--- src/rtl/imem_program_loader_pkg.sv ---
// Shared types and constants for the instruction-memory program loader.
// Holds the loader state encoding, stream geometry and header limits.
package imem_program_loader_pkg;

    localparam int BYTES_PER_WORD = 4;
    localparam int IMEM_DEPTH     = 32;
    localparam int MIN_WORDS      = 1;
    localparam int MAX_WORDS      = 32;

    typedef enum logic [2:0] {
        ST_IDLE     = 3'd0,
        ST_HDR      = 3'd1,
        ST_ASSEMBLE = 3'd2,
        ST_WRITE    = 3'd3,
        ST_DONE     = 3'd4,
        ST_ERR      = 3'd5
    } state_e;

    // A header is usable only if it names between MIN_WORDS and MAX_WORDS words.
    function automatic logic header_ok(input logic [7:0] hdr);
        return (hdr >= 8'(MIN_WORDS)) && (hdr <= 8'(MAX_WORDS));
    endfunction

endpackage

--- src/rtl/imem_program_loader_word_packer.sv ---
// Big-endian byte-to-word shift register with a 2-bit byte index.
// word_full flags the shift that completes a word; word_next is that word.
module word_packer
    import imem_program_loader_pkg::*;
#(
    parameter int BYTE_W = 8,
    parameter int WORD_W = 32
) (
    input  logic              clk,
    input  logic              reset,
    input  logic              clear,
    input  logic              shift_en,
    input  logic [BYTE_W-1:0] byte_in,
    output logic [WORD_W-1:0] word_next,
    output logic              word_full
);

    logic [WORD_W-1:0] word_q;
    logic [WORD_W-1:0] word_d;
    logic [1:0]        byte_idx_q;
    logic [1:0]        byte_idx_d;

    // Next-state for the shift register and byte index.
    always_comb begin
        word_next  = {word_q[WORD_W-BYTE_W-1:0], byte_in};
        word_full  = shift_en && (byte_idx_q == 2'(BYTES_PER_WORD - 1));
        word_d     = word_q;
        byte_idx_d = byte_idx_q;
        if (clear) begin
            word_d     = '0;
            byte_idx_d = 2'd0;
        end else if (shift_en) begin
            word_d     = word_next;
            byte_idx_d = byte_idx_q + 2'd1;
        end else begin
            word_d     = word_q;
            byte_idx_d = byte_idx_q;
        end
    end

    // Register the shift state; reset discards any partial word.
    always_ff @(posedge clk) begin
        if (reset) begin
            word_q     <= '0;
            byte_idx_q <= 2'd0;
        end else begin
            word_q     <= word_d;
            byte_idx_q <= byte_idx_d;
        end
    end

endmodule

--- src/rtl/imem_program_loader.sv ---
// Loads a header-prefixed byte stream into instruction memory word by word,
// holding the CPU datapath in reset until the whole program has been written.
module imem_program_loader
    import imem_program_loader_pkg::*;
#(
    parameter int ADDR_W = 5,
    parameter int WORD_W = 32,
    parameter int BYTE_W = 8
) (
    input  logic              clk,
    input  logic              reset,
    input  logic              load_start,
    input  logic              in_valid,
    input  logic [BYTE_W-1:0] in_byte,
    output logic              in_ready,
    output logic              imem_we,
    output logic [ADDR_W-1:0] imem_addr,
    output logic [WORD_W-1:0] imem_wdata,
    output logic              cpu_reset,
    output logic              load_busy,
    output logic              load_done,
    output logic              load_err,
    output logic [ADDR_W:0]   word_count
);

    state_e            state_q,      state_d;
    logic [ADDR_W:0]   n_words_q,    n_words_d;
    logic [ADDR_W:0]   word_count_q, word_count_d;
    logic              in_ready_q,   in_ready_d;
    logic              imem_we_q,    imem_we_d;
    logic [ADDR_W-1:0] imem_addr_q,  imem_addr_d;
    logic [WORD_W-1:0] imem_wdata_q, imem_wdata_d;
    logic              cpu_reset_q,  cpu_reset_d;
    logic              load_busy_q,  load_busy_d;
    logic              load_done_q,  load_done_d;
    logic              load_err_q,   load_err_d;

    logic              accept;
    logic              packer_clear;
    logic              packer_shift;
    logic [WORD_W-1:0] packer_word;
    logic              packer_full;
    logic [ADDR_W:0]   count_inc;

    assign accept       = in_valid && in_ready_q;
    assign packer_clear = (state_q == ST_HDR) && accept;
    assign packer_shift = (state_q == ST_ASSEMBLE) && accept;
    assign count_inc    = word_count_q + {{ADDR_W{1'b0}}, 1'b1};

    word_packer #(
        .BYTE_W (BYTE_W),
        .WORD_W (WORD_W)
    ) u_packer (
        .clk       (clk),
        .reset     (reset),
        .clear     (packer_clear),
        .shift_en  (packer_shift),
        .byte_in   (in_byte),
        .word_next (packer_word),
        .word_full (packer_full)
    );

    // State transitions plus next values of every registered output.
    always_comb begin
        state_d      = state_q;
        n_words_d    = n_words_q;
        word_count_d = word_count_q;
        imem_addr_d  = imem_addr_q;
        imem_wdata_d = imem_wdata_q;
        case (state_q)
            ST_IDLE: begin
                if (load_start) begin
                    state_d = ST_HDR;
                end else begin
                    state_d = ST_IDLE;
                end
            end
            ST_HDR: begin
                if (accept) begin
                    if (header_ok(in_byte)) begin
                        n_words_d    = in_byte[ADDR_W:0];
                        word_count_d = '0;
                        state_d      = ST_ASSEMBLE;
                    end else begin
                        state_d = ST_ERR;
                    end
                end else begin
                    state_d = ST_HDR;
                end
            end
            ST_ASSEMBLE: begin
                // Address and data are captured as the 4th byte lands so they
                // are stable for the whole WRITE cycle.
                if (packer_full) begin
                    imem_addr_d  = word_count_q[ADDR_W-1:0];
                    imem_wdata_d = packer_word;
                    state_d      = ST_WRITE;
                end else begin
                    state_d = ST_ASSEMBLE;
                end
            end
            ST_WRITE: begin
                word_count_d = count_inc;
                if (count_inc == n_words_q) begin
                    state_d = ST_DONE;
                end else begin
                    state_d = ST_ASSEMBLE;
                end
            end
            ST_DONE, ST_ERR: begin
                if (load_start) begin
                    state_d = ST_HDR;
                end else begin
                    state_d = state_q;
                end
            end
            default: begin
                state_d = ST_IDLE;
            end
        endcase

        in_ready_d  = (state_d == ST_HDR) || (state_d == ST_ASSEMBLE);
        imem_we_d   = (state_d == ST_WRITE);
        cpu_reset_d = (state_d != ST_DONE);
        load_busy_d = (state_d == ST_HDR) || (state_d == ST_ASSEMBLE) || (state_d == ST_WRITE);
        load_done_d = (state_d == ST_DONE);
        load_err_d  = (state_d == ST_ERR);
    end

    // Single register stage for the FSM and all of its outputs.
    always_ff @(posedge clk) begin
        if (reset) begin
            state_q      <= ST_IDLE;
            n_words_q    <= '0;
            word_count_q <= '0;
            in_ready_q   <= 1'b0;
            imem_we_q    <= 1'b0;
            imem_addr_q  <= '0;
            imem_wdata_q <= '0;
            cpu_reset_q  <= 1'b1;
            load_busy_q  <= 1'b0;
            load_done_q  <= 1'b0;
            load_err_q   <= 1'b0;
        end else begin
            state_q      <= state_d;
            n_words_q    <= n_words_d;
            word_count_q <= word_count_d;
            in_ready_q   <= in_ready_d;
            imem_we_q    <= imem_we_d;
            imem_addr_q  <= imem_addr_d;
            imem_wdata_q <= imem_wdata_d;
            cpu_reset_q  <= cpu_reset_d;
            load_busy_q  <= load_busy_d;
            load_done_q  <= load_done_d;
            load_err_q   <= load_err_d;
        end
    end

    assign in_ready   = in_ready_q;
    assign imem_we    = imem_we_q;
    assign imem_addr  = imem_addr_q;
    assign imem_wdata = imem_wdata_q;
    assign cpu_reset  = cpu_reset_q;
    assign load_busy  = load_busy_q;
    assign load_done  = load_done_q;
    assign load_err   = load_err_q;
    assign word_count = word_count_q;

endmodule

--- config.mk ---
export PLATFORM = sky130hd
export DESIGN_NAME = imem_program_loader
export DESIGN_NICKNAME = d
export VERILOG_FILES = /design/src/rtl/imem_program_loader_pkg.sv /design/src/rtl/imem_program_loader_word_packer.sv /design/src/rtl/imem_program_loader.sv
export SDC_FILE = /design/constraint.sdc
export NUM_CORES = 1
export LEC_CHECK = 0
export CORE_UTILIZATION = 30
export CTS_CLUSTER_DIAMETER = 100
export CTS_CLUSTER_SIZE = 25
export DETAILED_ROUTE_END_ITERATION = 10
export PLACE_DENSITY = 0.5
export SYNTH_ARGS = -nofsm -noshare
export SYNTH_HDL_FRONTEND = slang
export SYNTH_SLANG_ARGS = --single-unit
--- constraint.sdc ---
create_clock -name clk -period 2 [get_ports clk]
set_input_delay 0.4 -clock clk [delete_from_list [all_inputs] [get_ports clk]]
set_output_delay 0.4 -clock clk [all_outputs]
set_load 0.01 [all_outputs]
==> flow_summary.yaml <==
place:
  post_detail_place_hpwl_um: 5670
  portBuffers: 60
  place_worst_setup_slack_ps: -541
  dpl.cell_count: 601
  gpl.final_weighted_congestion: 0.748
synthesis:
  synth_area_per_cell_um2: 8.30
  ys_warn_count: 0
  syn_nets: 407
  syn_inst: 393
  synth.ff_latch_count: 84
  synth_async_sr_flop_share: 0
  ys_dominant_reg_cell: "sky130_fd_sc_hd__dfxtp_1"
  post_synth_instance_area_um2: 3260
  netlist-cell-type-count: 48
  share_of_the_yosys_chip_area_belonging_to_registers: 0.516
  synth_enable_flop_cells: 0
cells_and_area:
  final_layout_size_suffix_gt1_frac: 0.166
  fin_cells: 617
  most_common_cell_after_layout_fill_and_taps_aside: "sky130_fd_sc_hd__nand2_1"
  diodes: 0
  multi_input_area_um2: 1470
  final_cell_mix: "129 x sky130_fd_sc_hd__nand2_1, 80 x sky130_fd_sc_hd__dfxtp_1, 67 x sky130_fd_sc_hd__a21oi_1, 55 x sky130_fd_sc_hd__clkdlybuf4s50_1, 37 x sky130_fd_sc_hd__buf_4"
  area_delta_synth_final_pct: 36.7
  filler_cell_count: 1104
  register_area_um2: 1690
  num-nets-final: 490
timing:
  setup_viol: 1
  timing.final.hold_violations: 0
  layout_setup_ws_ps: -0.734
  relSlewSlack: 0.674
  hold-worst-slack_ps: 439
  tns_ps: -0.734
  final_min_period_over_clock_period: 1.00
  layout_min_cycle_time_ps: 2000
  worst_pin_slew_ps: 489
  grt_setup_unrepaired: "true"
  fmaxAchievable_mhz: 500
  finalClockSkew_ps: 11.5
  maxSlewViolCount: 0
worst_setup_path:
  critical_path_arrival_ps: 2240
  critical_path_peak_fanout: 4
  timing.setup.critical_path_class: "reg2reg"
  category_of_the_worst_setup_path_launch_point: "flop"
  worst_ep_required_time_ps: 2240
  critical_path.endpoint_type: "flop"
route:
  m1WireLength_um: 4320
  wl_met3_um: 351
  drt-wirelength-per-cell_um: 13.0
  wl_met2_um: 3220
  via_count: 2781
  route.antenna.remaining_nets: 0
  viasPerCell: 4.51
  drt_wl_total_um: 8030
  drt_first_iter_violations: 131
  first_pass_iters: 5
  drt_drc_violations_left: 0
  top_routing_layer_used: "met4"
die:
  fp-row-count: 37
  design.core.area_um2: 10400
  die-width_um: 106
  num_io_pins: 61
  floorplan.initialDensity: 0.313
  die_area_um2: 11300
  die_h_um: 106
clock_network:
  clk_pin_slew_worst_paths_ps: 90
  numCtsBuffers: 9
  clkLatencyLatePin_ps: 360
  clock-root-buffer: "sky130_fd_sc_hd__clkbuf_8"
  cts_tree: "yes"
  clock-sinks: 84
  cts_buffer_depth: 2
  cts-htree-levels: 3
  cts_post_setup_buffers_inserted: 0
run:
  max_cap_viol_count: 0
power:
  power-per-cell-area_nw_per_um2: 689
  total_leakage_power_nw: 1.58
  final_total_pwr_mw: 3.07
  worst_ir_drop_vdd_uv: 304
global_routing:
  grt_use_total: 0.155
  grt_max_degree: 27
  overflow: 0
  grt_pass1_wl_um: 13600
  antenna_found_initial: 0
  number_of_global_route_vias_before_repair: 2728
hold_path:
  min_path_type: "in2reg"
run_status:
  run_status: "finished, violations left"
  failed_checks: "negative setup slack"
[flip-flops by register name (all words and copies together) (netlist names)]
register / count
imem_wdata: 32
u_packer.word_q: 24
n_words_q: 6
word_count: 6
imem_addr: 5
state_q: 3
u_packer.byte_idx_q: 2
cpu_reset: 1
imem_we: 1
in_ready: 1
load_busy: 1
load_done: 1
load_err: 1
[per-layer routing]
layer,global-route usage,vias up
li1,-,1472
met1,0.225,1240
met2,0.212,60
met3,0.0423,9
met4,0.0655,0
met5,0,-
[worst paths after layout]
check	from	to	slack [ps]	cells past startpoint
min	reset	imem_we	440	2
max	word_count[0]	cpu_reset	-0.7	6
min reg2reg	u_packer.word_q[22]	imem_wdata[30]	460	2
max reg2reg	word_count[0]	cpu_reset	-0.7	6
[kinds of logic after synthesis]
group	share of synthesized area
xor gates and xnor gates	0.0188
DFF	0.516
and+or+nand+nor	0.243
adders and majority gates	0.00767
buffers and inverters	0.0449
muxes	0.0219
AOI/OAI and AO/OA	0.148
[stage by stage]
stage | utilization | instance area [um2]
2_1_floorplan | - | 3270
3_3_place_gp | 0.404 | 4210
3_5_place_dp | 0.404 | 4210
4_1_cts | 0.426 | 4440
5_1_grt | 0.428 | 4460
6_report | 0.428 | 4460
[critical path, stage by stage, from the launching register on]
cell	delay, ps
sky130_fd_sc_hd__dfxtp_4	370
sky130_fd_sc_hd__ha_1	320
sky130_fd_sc_hd__xor2_1	170
sky130_fd_sc_hd__a2111oi_4	360
sky130_fd_sc_hd__a31o_2	220
sky130_fd_sc_hd__nand3_2	80
sky130_fd_sc_hd__or3_1	350
[power by group]
part           internal [mW]  leakage [nW]  switching (mW)  total (mW)
Combinational         0.0664         0.793          0.0746       0.141
Sequential              1.68         0.680         0.00528        1.68
Clock                  0.620         0.103           0.627        1.25
Total                   2.36          1.58           0.707        3.07
[repair_timing]
item                       CTS  global route
hold buffers                 0             0
gates resized for setup     12             5
pin swaps                    5             3
setup endpoints to repair   18             8
[layout make-up]
class / instances / share of cell area
Clock buffer: 10 / 0.0309
Clock inverter: 6 / 0.0154
Inverter: 3 / 0.00253
Multi-Input combinational cell: 279 / 0.331
Sequential cell: 84 / 0.380
Tap cell: 136 / 0.0382
Timing Repair Buffer: 99 / 0.203
[cell usage after synthesis, types with 4 or more instances]
master | number | share of area
sky130_fd_sc_hd__a21oi_1 | 67 | 0.10
sky130_fd_sc_hd__nor2_1 | 20 | 0.023
sky130_fd_sc_hd__clkbuf_1 | 19 | 0.022
sky130_fd_sc_hd__dfxtp_1 | 84 | 0.52
sky130_fd_sc_hd__nand3_1 | 5 | 0.0077
sky130_fd_sc_hd__nand2_1 | 130 | 0.15
sky130_fd_sc_hd__mux2i_1 | 6 | 0.018
sky130_fd_sc_hd__nor3_1 | 4 | 0.0061
sky130_fd_sc_hd__xnor2_1 | 4 | 0.011
Note: power is estimated with default switching activity, not from simulation.
